==> config.mk <==
export PLATFORM = sky130hd
export DESIGN_NAME = multicycle_adder
export DESIGN_NICKNAME = d
export VERILOG_FILES = /design/src/rtl/multicycle_adder_pkg.sv /design/src/rtl/multicycle_adder_chunk.sv /design/src/rtl/multicycle_adder.sv
export SDC_FILE = /design/constraint.sdc
export NUM_CORES = 1
export LEC_CHECK = 0
export ABC_AREA = 1
export CAP_MARGIN = 20
export CORE_MARGIN = 5
export CORE_UTILIZATION = 42
export DETAILED_ROUTE_END_ITERATION = 12
export DONT_BUFFER_PORTS = 1
export GPL_ROUTABILITY_DRIVEN = 0
export GPL_TIMING_DRIVEN = 0
export PLACE_DENSITY = 0.6
export SYNTH_ARGS = -nofsm -noshare
export SYNTH_HDL_FRONTEND = slang
export SYNTH_SLANG_ARGS = --single-unit
==> constraint.sdc <==
create_clock -name clk -period 3.3 [get_ports clk]
set_input_delay 0.66 -clock clk [delete_from_list [all_inputs] [get_ports clk]]
set_output_delay 0.66 -clock clk [all_outputs]
set_load 0.05 [all_outputs]
==> src/rtl/multicycle_adder_pkg.sv <==
// -----------------------------------------------------------------------------
// multicycle_adder_pkg
//   Shared definitions for the chunked sequential adder.
//   - state_e   : control FSM states (IDLE -> BUSY -> DONE -> IDLE)
//   - idx_width : width of the chunk index counter (minimum 1 bit)
// -----------------------------------------------------------------------------
package multicycle_adder_pkg;

  typedef enum logic [1:0] {
    ST_IDLE = 2'd0,
    ST_BUSY = 2'd1,
    ST_DONE = 2'd2
  } state_e;

  // A single-chunk configuration still needs a 1-bit index register.
  function automatic int idx_width(input int nchunk);
    return (nchunk > 1) ? $clog2(nchunk) : 1;
  endfunction

endpackage

==> src/rtl/multicycle_adder_chunk.sv <==
// -----------------------------------------------------------------------------
// chunk_adder
//   Purely combinational CHUNK-bit adder with carry in/out. The top instantiates
//   exactly one of these and multiplexes the operand slices into it, so the
//   critical carry path is only CHUNK bits long.
// Ports
//   a, b : CHUNK-bit operand slices
//   ci   : carry in
//   s    : CHUNK-bit sum slice
//   co   : carry out of the slice MSB
// -----------------------------------------------------------------------------
module chunk_adder #(
  parameter int CHUNK = 2
) (
  input  logic [CHUNK-1:0] a,
  input  logic [CHUNK-1:0] b,
  input  logic             ci,
  output logic [CHUNK-1:0] s,
  output logic             co
);

  assign {co, s} = {1'b0, a} + {1'b0, b} + {{CHUNK{1'b0}}, ci};

endmodule

==> src/rtl/multicycle_adder.sv <==
// -----------------------------------------------------------------------------
// multicycle_adder
//   WIDTH-bit add/subtract that processes CHUNK bits per clock with a
//   registered inter-chunk carry. Operands are captured at an accepted start;
//   sum/cf/of update only on the cycle that done pulses and are held until the
//   next operation completes.
// Ports
//   clk    : rising-edge clock
//   rst_n  : asynchronous active-low reset
//   start  : request an op; sampled only in IDLE or DONE
//   sub    : 0 = a+b+cin, 1 = a-b (cin ignored)
//   a, b   : operands
//   cin    : carry-in for add
//   sum    : registered result
//   cf     : carry out of MSB (sub: 1 = no borrow)
//   of     : signed overflow
//   busy   : high while chunks are being processed
//   done   : one-cycle pulse when sum/cf/of update
// -----------------------------------------------------------------------------
module multicycle_adder
  import multicycle_adder_pkg::*;
#(
  parameter int WIDTH = 8,
  parameter int CHUNK = 2
) (
  input  logic             clk,
  input  logic             rst_n,
  input  logic             start,
  input  logic             sub,
  input  logic [WIDTH-1:0] a,
  input  logic [WIDTH-1:0] b,
  input  logic             cin,
  output logic [WIDTH-1:0] sum,
  output logic             cf,
  output logic             of,
  output logic             busy,
  output logic             done
);

  // Guard the divide so a bad CHUNK reports the intended error instead of
  // failing elaboration on a division by zero.
  localparam int CHUNK_SAFE = (CHUNK < 1) ? 1 : CHUNK;
  localparam int NCHUNK     = WIDTH / CHUNK_SAFE;
  localparam int IDXW       = idx_width(NCHUNK);
  localparam logic [IDXW-1:0] LAST_IDX = IDXW'(NCHUNK - 1);

  generate
    if (CHUNK < 1 || (WIDTH % CHUNK_SAFE) != 0) begin : g_bad_params
      $error("multicycle_adder: WIDTH (%0d) must be a positive multiple of CHUNK (%0d)",
             WIDTH, CHUNK);
    end
  endgenerate

  state_e            state_q, state_d;
  logic [WIDTH-1:0]  a_q, a_d;
  logic [WIDTH-1:0]  b_q, b_d;      // effective B (already inverted for sub)
  logic [WIDTH-1:0]  acc_q, acc_d;  // partial result, never visible on outputs
  logic              carry_q, carry_d;
  logic [IDXW-1:0]   idx_q, idx_d;
  logic [WIDTH-1:0]  sum_q, sum_d;
  logic              cf_q, cf_d;
  logic              of_q, of_d;
  logic              busy_q, busy_d;
  logic              done_q, done_d;

  // Operand slices laid out as arrays so the per-cycle mux is a plain index.
  logic [CHUNK_SAFE-1:0] a_slices [NCHUNK];
  logic [CHUNK_SAFE-1:0] b_slices [NCHUNK];

  genvar gi;
  generate
    for (gi = 0; gi < NCHUNK; gi++) begin : g_slices
      assign a_slices[gi] = a_q[gi*CHUNK_SAFE +: CHUNK_SAFE];
      assign b_slices[gi] = b_q[gi*CHUNK_SAFE +: CHUNK_SAFE];
    end
  endgenerate

  logic [CHUNK_SAFE-1:0] a_chunk, b_chunk, s_chunk;
  logic                  co_chunk;
  logic [WIDTH-1:0]      acc_upd;

  always_comb begin
    a_chunk = '0;
    b_chunk = '0;
    for (int i = 0; i < NCHUNK; i++) begin
      if (idx_q == IDXW'(i)) begin
        a_chunk = a_slices[i];
        b_chunk = b_slices[i];
      end
    end
  end

  chunk_adder #(
    .CHUNK (CHUNK_SAFE)
  ) u_chunk (
    .a  (a_chunk),
    .b  (b_chunk),
    .ci (carry_q),
    .s  (s_chunk),
    .co (co_chunk)
  );

  // Accumulator with the current slice replaced; on the last chunk this is
  // the complete result and goes straight to the output register.
  always_comb begin
    acc_upd = acc_q;
    for (int i = 0; i < NCHUNK; i++) begin
      if (idx_q == IDXW'(i)) begin
        acc_upd[i*CHUNK_SAFE +: CHUNK_SAFE] = s_chunk;
      end
    end
  end

  always_comb begin
    state_d = state_q;
    a_d     = a_q;
    b_d     = b_q;
    acc_d   = acc_q;
    carry_d = carry_q;
    idx_d   = idx_q;
    sum_d   = sum_q;
    cf_d    = cf_q;
    of_d    = of_q;
    busy_d  = busy_q;
    done_d  = 1'b0;

    case (state_q)
      ST_IDLE, ST_DONE: begin
        if (start) begin
          a_d     = a;
          b_d     = b ^ {WIDTH{sub}};
          carry_d = sub ? 1'b1 : cin;
          idx_d   = '0;
          busy_d  = 1'b1;
          state_d = ST_BUSY;
        end else begin
          state_d = ST_IDLE;
        end
      end

      ST_BUSY: begin
        acc_d   = acc_upd;
        carry_d = co_chunk;
        idx_d   = idx_q + IDXW'(1);
        if (idx_q == LAST_IDX) begin
          sum_d   = acc_upd;
          cf_d    = co_chunk;
          of_d    = (a_q[WIDTH-1] == b_q[WIDTH-1]) && (acc_upd[WIDTH-1] != a_q[WIDTH-1]);
          done_d  = 1'b1;
          busy_d  = 1'b0;
          idx_d   = '0;
          state_d = ST_DONE;
        end
      end

      default: begin
        state_d = ST_IDLE;
        busy_d  = 1'b0;
      end
    endcase
  end

  always_ff @(posedge clk or negedge rst_n) begin
    if (!rst_n) begin
      state_q <= ST_IDLE;
      a_q     <= '0;
      b_q     <= '0;
      acc_q   <= '0;
      carry_q <= 1'b0;
      idx_q   <= '0;
      sum_q   <= '0;
      cf_q    <= 1'b0;
      of_q    <= 1'b0;
      busy_q  <= 1'b0;
      done_q  <= 1'b0;
    end else begin
      state_q <= state_d;
      a_q     <= a_d;
      b_q     <= b_d;
      acc_q   <= acc_d;
      carry_q <= carry_d;
      idx_q   <= idx_d;
      sum_q   <= sum_d;
      cf_q    <= cf_d;
      of_q    <= of_d;
      busy_q  <= busy_d;
      done_q  <= done_d;
    end
  end

  assign sum  = sum_q;
  assign cf   = cf_q;
  assign of   = of_q;
  assign busy = busy_q;
  assign done = done_q;

endmodule

Word level (Yosys, flattened, before mapping)
Index checks and enable logic that the tools add are counted.
W data, S select, Z words.
- bits of input ports: 21
- register bits: 41
- mux-type cells: 26
- add/sub/neg operators: 3
- bitwise operators: 1
- reduce and logical (&&, ||, !) cells: 9
- equal/unequal tests: 9
- operator list (operator ; number):
    $mux W2 ; 15
    $pmux W2 S2 ; 2
    $reduce_and A2 Y1 ; 4
    $xor A8 B8 Y8 ; 1
    $mux W1 ; 7
    $eq A2 B2 Y1 const B ; 3
    $eq A2 B1 Y1 const B ; 2
    $logic_not A2 Y1 ; 2
    $ne A2 B2 Y1 const B ; 2
    $pmux W1 S2 ; 2
    $add A2 B2 Y3 ; 1
    $add A3 B1 Y3 ; 1
    $add A2 B1 Y2 const B ; 1
    $reduce_bool A2 Y1 ; 1
    $reduce_or A2 Y1 ; 1
    $eq A1 B1 Y1 ; 1
    $logic_and A1 B1 Y1 ; 1
    $ne A1 B1 Y1 ; 1

Logic depth before layout (Yosys ltp)
- word-level depth: 10
- depth in mapped cells: 15
- mapped depth without buffers: 15

By module
From an unflattened synthesis, not the netlist that was laid out.
- cell total of the unflattened synthesis: 241
- area total of the unflattened synthesis: 1966.9 um^2
- modules (own cells, without submodules) (module ; instances ; cells each ; sequential area each (um^2) ; area each (um^2)):
    multicycle_adder ; 1 ; 231 ; 1001.0 ; 1896.8
    chunk_adder ; 1 ; 10 ; 0.0 ; 70.1

Least setup slack after synthesis
OpenSTA, ideal clock, no wires.
- path type: register to register
- from: register idx_q[0]
- to: register of_q, in the netlist of
- data arrival time: 2.286 ns
- data required time: 3.182 ns
- slack: 0.897 ns
- stages on the path, launching flop included: 14
- cell sequence: dfrtp_1 -> inv_1 -> ha_1 -> inv_1 -> nor2_1 -> nor2_1 -> a21boi_0 -> fa_1 -> fa_1 -> inv_1 -> nand2_1 -> nand3_1 -> nand3_1 -> nand2_1
- longest elaborated chain between the ends: 10
- RTL lines (element ; line ; RTL):
    start, declared ; multicycle_adder.sv:59 ; logic [IDXW-1:0] idx_q, idx_d;
    start signal, assigned ; multicycle_adder.sv:182 ; idx_q <= idx_d;
    $logic_not A2 Y1 ; multicycle_adder.sv:86 ; if (idx_q == IDXW'(i)) begin
    $mux W2 (4 in a row) ; multicycle_adder.sv:86 ;
    $add A2 B2 Y3 ; multicycle_adder_chunk.sv:22 ; assign {co, s} = {1'b0, a} + {1'b0, b} + {{CHUNK{1'b0}}, ci};
    $add A3 B1 Y3 ; multicycle_adder_chunk.sv:22 ;
    $mux W2 ; multicycle_adder.sv:108 ; if (idx_q == IDXW'(i)) begin
    $ne A1 B1 Y1 ; multicycle_adder.sv:148 ; of_d = (a_q[WIDTH-1] == b_q[WIDTH-1]) && (acc_upd[WIDTH-1] != a_q[WIDTH-1]);
    $logic_and A1 B1 Y1 ; multicycle_adder.sv:148 ;
    end signal, assigned ; multicycle_adder.sv:173 ; of_q <= 1'b0;
    end signal, assigned ; multicycle_adder.sv:185 ; of_q <= of_d;
    end, declared ; multicycle_adder.sv:62 ; logic of_q, of_d;
Several ways; a longest one is shown, not always the timed one.
A chain may end at the register's enable or synchronous reset.

Worst setup path after layout
Ends and elaborated chain as after synthesis.

==> results.cfg <==
[outcome]
status = finished clean

[sta]
setup_slack_ns = 0.516
rsz0062_at_grt = no
clock_skew_ns = 0.00791
whs_ns = 0.0567
post-route-period-util = 0.844
final_max_slew_viol_count = 0
finalSetupViolCount = 0
final.setup.tns_ns = 0
fin_crit_ns = 2.78
hold_viol_final = 0
relSlewSlack = 0.678
tightest_slew_ns = 0.483
clock.fmax_ghz = 0.359

[global_routing]
grt_pass1_wl_um = 6560
grt_pass1_vias = 1401
track_usage = 0.135
antenna_found_initial = 0
gr-total-overflow = 0
grt_max_degree = 41

[logic_synthesis]
synth_warnings = 0
ys_async_sr_fraction = 1.00
synth_area_um2 = 1910
syn_nets = 257
synth_top_area_share = 0.523
ys_types = 21
synthTopCellsByArea = dfrtp_1 (52%), nand2_1 (20%), o21ai_0 (5.2%), xnor2_1 (3.7%), inv_1 (3.1%)
synth_edf_count = 0
post-synth-top-count-cell = nand2_1
synth_ff_type = dfrtp_1
yosys_register_bits = 40
postSynthCellCount = 230
synth_common_cells = nand2_1 (103), dfrtp_1 (40), o21ai_0 (20), inv_1 (16), xnor2_1 (8)
synth_top_area_cell = dfrtp_1
avgSynthCellArea_um2 = 8.32
seq_area_frac_synth = 0.523

[cts]
numClockSinks = 40
cts_tree = yes
clk_pin_slew_ns = 0.08
h-tree-depth = 2
clock_latency_ns = 0.29
ctsHoldBuffers = 0
post_cts_resized = 0
clock-root-buffer = clkbuf_8
post_cts_buffers = 0
cts_max_path_buffers = 2
cts_buffers = 5

[critical_path]
endpoint = of$_DFFE_PN0P_
r2r_start = idx_q[0]$_DFFE_PN0P_
rrSetupSlack_ns = 0.52
crit_arrival_ns = 2.96
crit_fanout = 8
crit_path_end_kind = flop
startpoint = idx_q[0]$_DFFE_PN0P_
path_cells = inv_1 -> ha_1 -> inv_1 -> nor2_1 -> nor2_1 -> a21boi_0 -> fa_1 -> fa_1 -> inv_1 -> nand2_1 -> nand3_1 -> nand3_1 -> nand2_1
r2r_end = of$_DFFE_PN0P_
critPathKind = reg -> reg
cp_common_cell = inv_1
crit_slowest_cell = fa_1
crit_path_max_incr_delay_ns = 0.57
required_ns = 3.48
startpoint_type = flop
ff2ff_path_depth = 13

[routing]
viasPerCell = 4.84
via_count = 1398
drcViolationCount = 0
drt_iter0_markers = 53
ant_nets = 0
dr.pass1.iters = 4
wl_per_cell_um = 12.9
wirelength_um = 3730

[finish]
final_core_util = 0.473
n_antenna_cell = 0
final_nets = 264
fillCellCount = 445
layout-drive-gt1-share = 0.0844
syn2layout_area_growth_pct = 8.43

[floorplan]
coreArea_um2 = 4380
pin_count = 33
num_rows = 24
die_y_um = 77.5
start_util = 0.437
dieArea_um2 = 6010
die_w_um = 77.5

[power_and_ir_drop]
leakage_nw = 1.08
vdd_drop_max_mv = 0.397
cellPowerDensity_nw_per_um2 = 1170

[worst_hold_path]
worst_hold_path_type = in -> async

[job]
cap_violations = 0

[place]
pre_cts_slack_ns = 0.524
hpwl_um = 2740
port_buffers = 0
power by group:
part	internal, mW	leakage, nW	switching, mW
clock network	0.186	0.0503	0.158
registers	0.714	0.500	0.367
logic	0.367	0.533	0.639
sequential cells by signal (all words and copies together), names as in the netlist:
signal and cells:
a_q 8, b_q 8, sum 8, acc_q 7, idx_q 2, state_q 2, busy 1, carry_q 1
cf 1, done 1, of 1
critical path, delay by kind of cell (launching register included):
kind | cells | cell delay (ns)
compound gates | 1 | 0.14
flops | 1 | 0.42
fa+ha+maj | 3 | 1.28
simple gates | 6 | 0.43
buf+inv | 3 | 0.40
metal layers:
layer	vias up	part of all wire	GRT usage	wire, um
met5	-	0	0	0
met4	0	0.022	0.0601	82
met3	7	0.057	0.0498	214
met2	38	0.45	0.204	1670
met1	632	0.47	0.173	1760
li1	721	-	-	-
placed cells by master (no fill, tap or decap):
| cell type | n |
|---|---|
| nand2_4 | 1 |
| nand2_2 | 2 |
| inv_2 | 1 |
| buf_4 | 1 |
| nor2_4 | 1 |
| buf_2 | 3 |
| nand3_1 | 7 |
| o21ai_0 | 20 |
| ha_1 | 4 |
| inv_1 | 16 |
| xnor2_1 | 8 |
| fa_1 | 2 |
| dfrtp_1 | 40 |
| clkbuf_8 | 7 |
| nand2_1 | 103 |
| or2_2 | 2 |
| buf_6 | 1 |
| a21oi_1 | 7 |
| nor2_1 | 7 |
| a21boi_0 | 2 |
| clkinv_1 | 1 |
| nor2_2 | 1 |
worst min path at each step:
stage                               endpoint  slack (ns)  depth (start not counted)
after global placement        done$_DFF_PN0_        0.37                          0
final                       busy$_DFFE_PN0P_        0.06                          0
after floorplan           a_q[0]$_DFFE_PN0P_        0.36                          0
after CTS                 b_q[1]$_DFFE_PN0P_        0.05                          0
after detailed placement  sum[1]$_DFFE_PN0P_        0.37                          0
after global routing        busy$_DFFE_PN0P_        0.04                          0
metrics by stage:
step           std cells  cell area (um2)  power (mW)
2_1_floorplan        230             1910        1.84
3_3_place_gp         282             1980        2.09
3_5_place_dp         282             1980        2.11
4_1_cts              289             2080        2.47
5_1_grt              289             2080        2.68
6_report             289             2080        2.43
cells by family after synthesis:
group	after synthesis	share of synthesized area
simple gates	124	0.262
buf+inv	23	0.0529
compound gates	29	0.0784
fa+ha+maj	6	0.0471
flops	40	0.523
xor+xnor	8	0.0366
final cells by class:
type / count / area [um2] / area share
Tap cell: 52 / 65.1 / 0.0313
Inverter: 18 / 67.6 / 0.0325
Buffer: 5 / 33.8 / 0.0163
Multi-Input combinational cell: 167 / 812 / 0.391
Clock buffer: 7 / 96.3 / 0.0464
Sequential cell: 40 / 1000 / 0.482
Note: power is estimated with default switching activity, not from simulation.
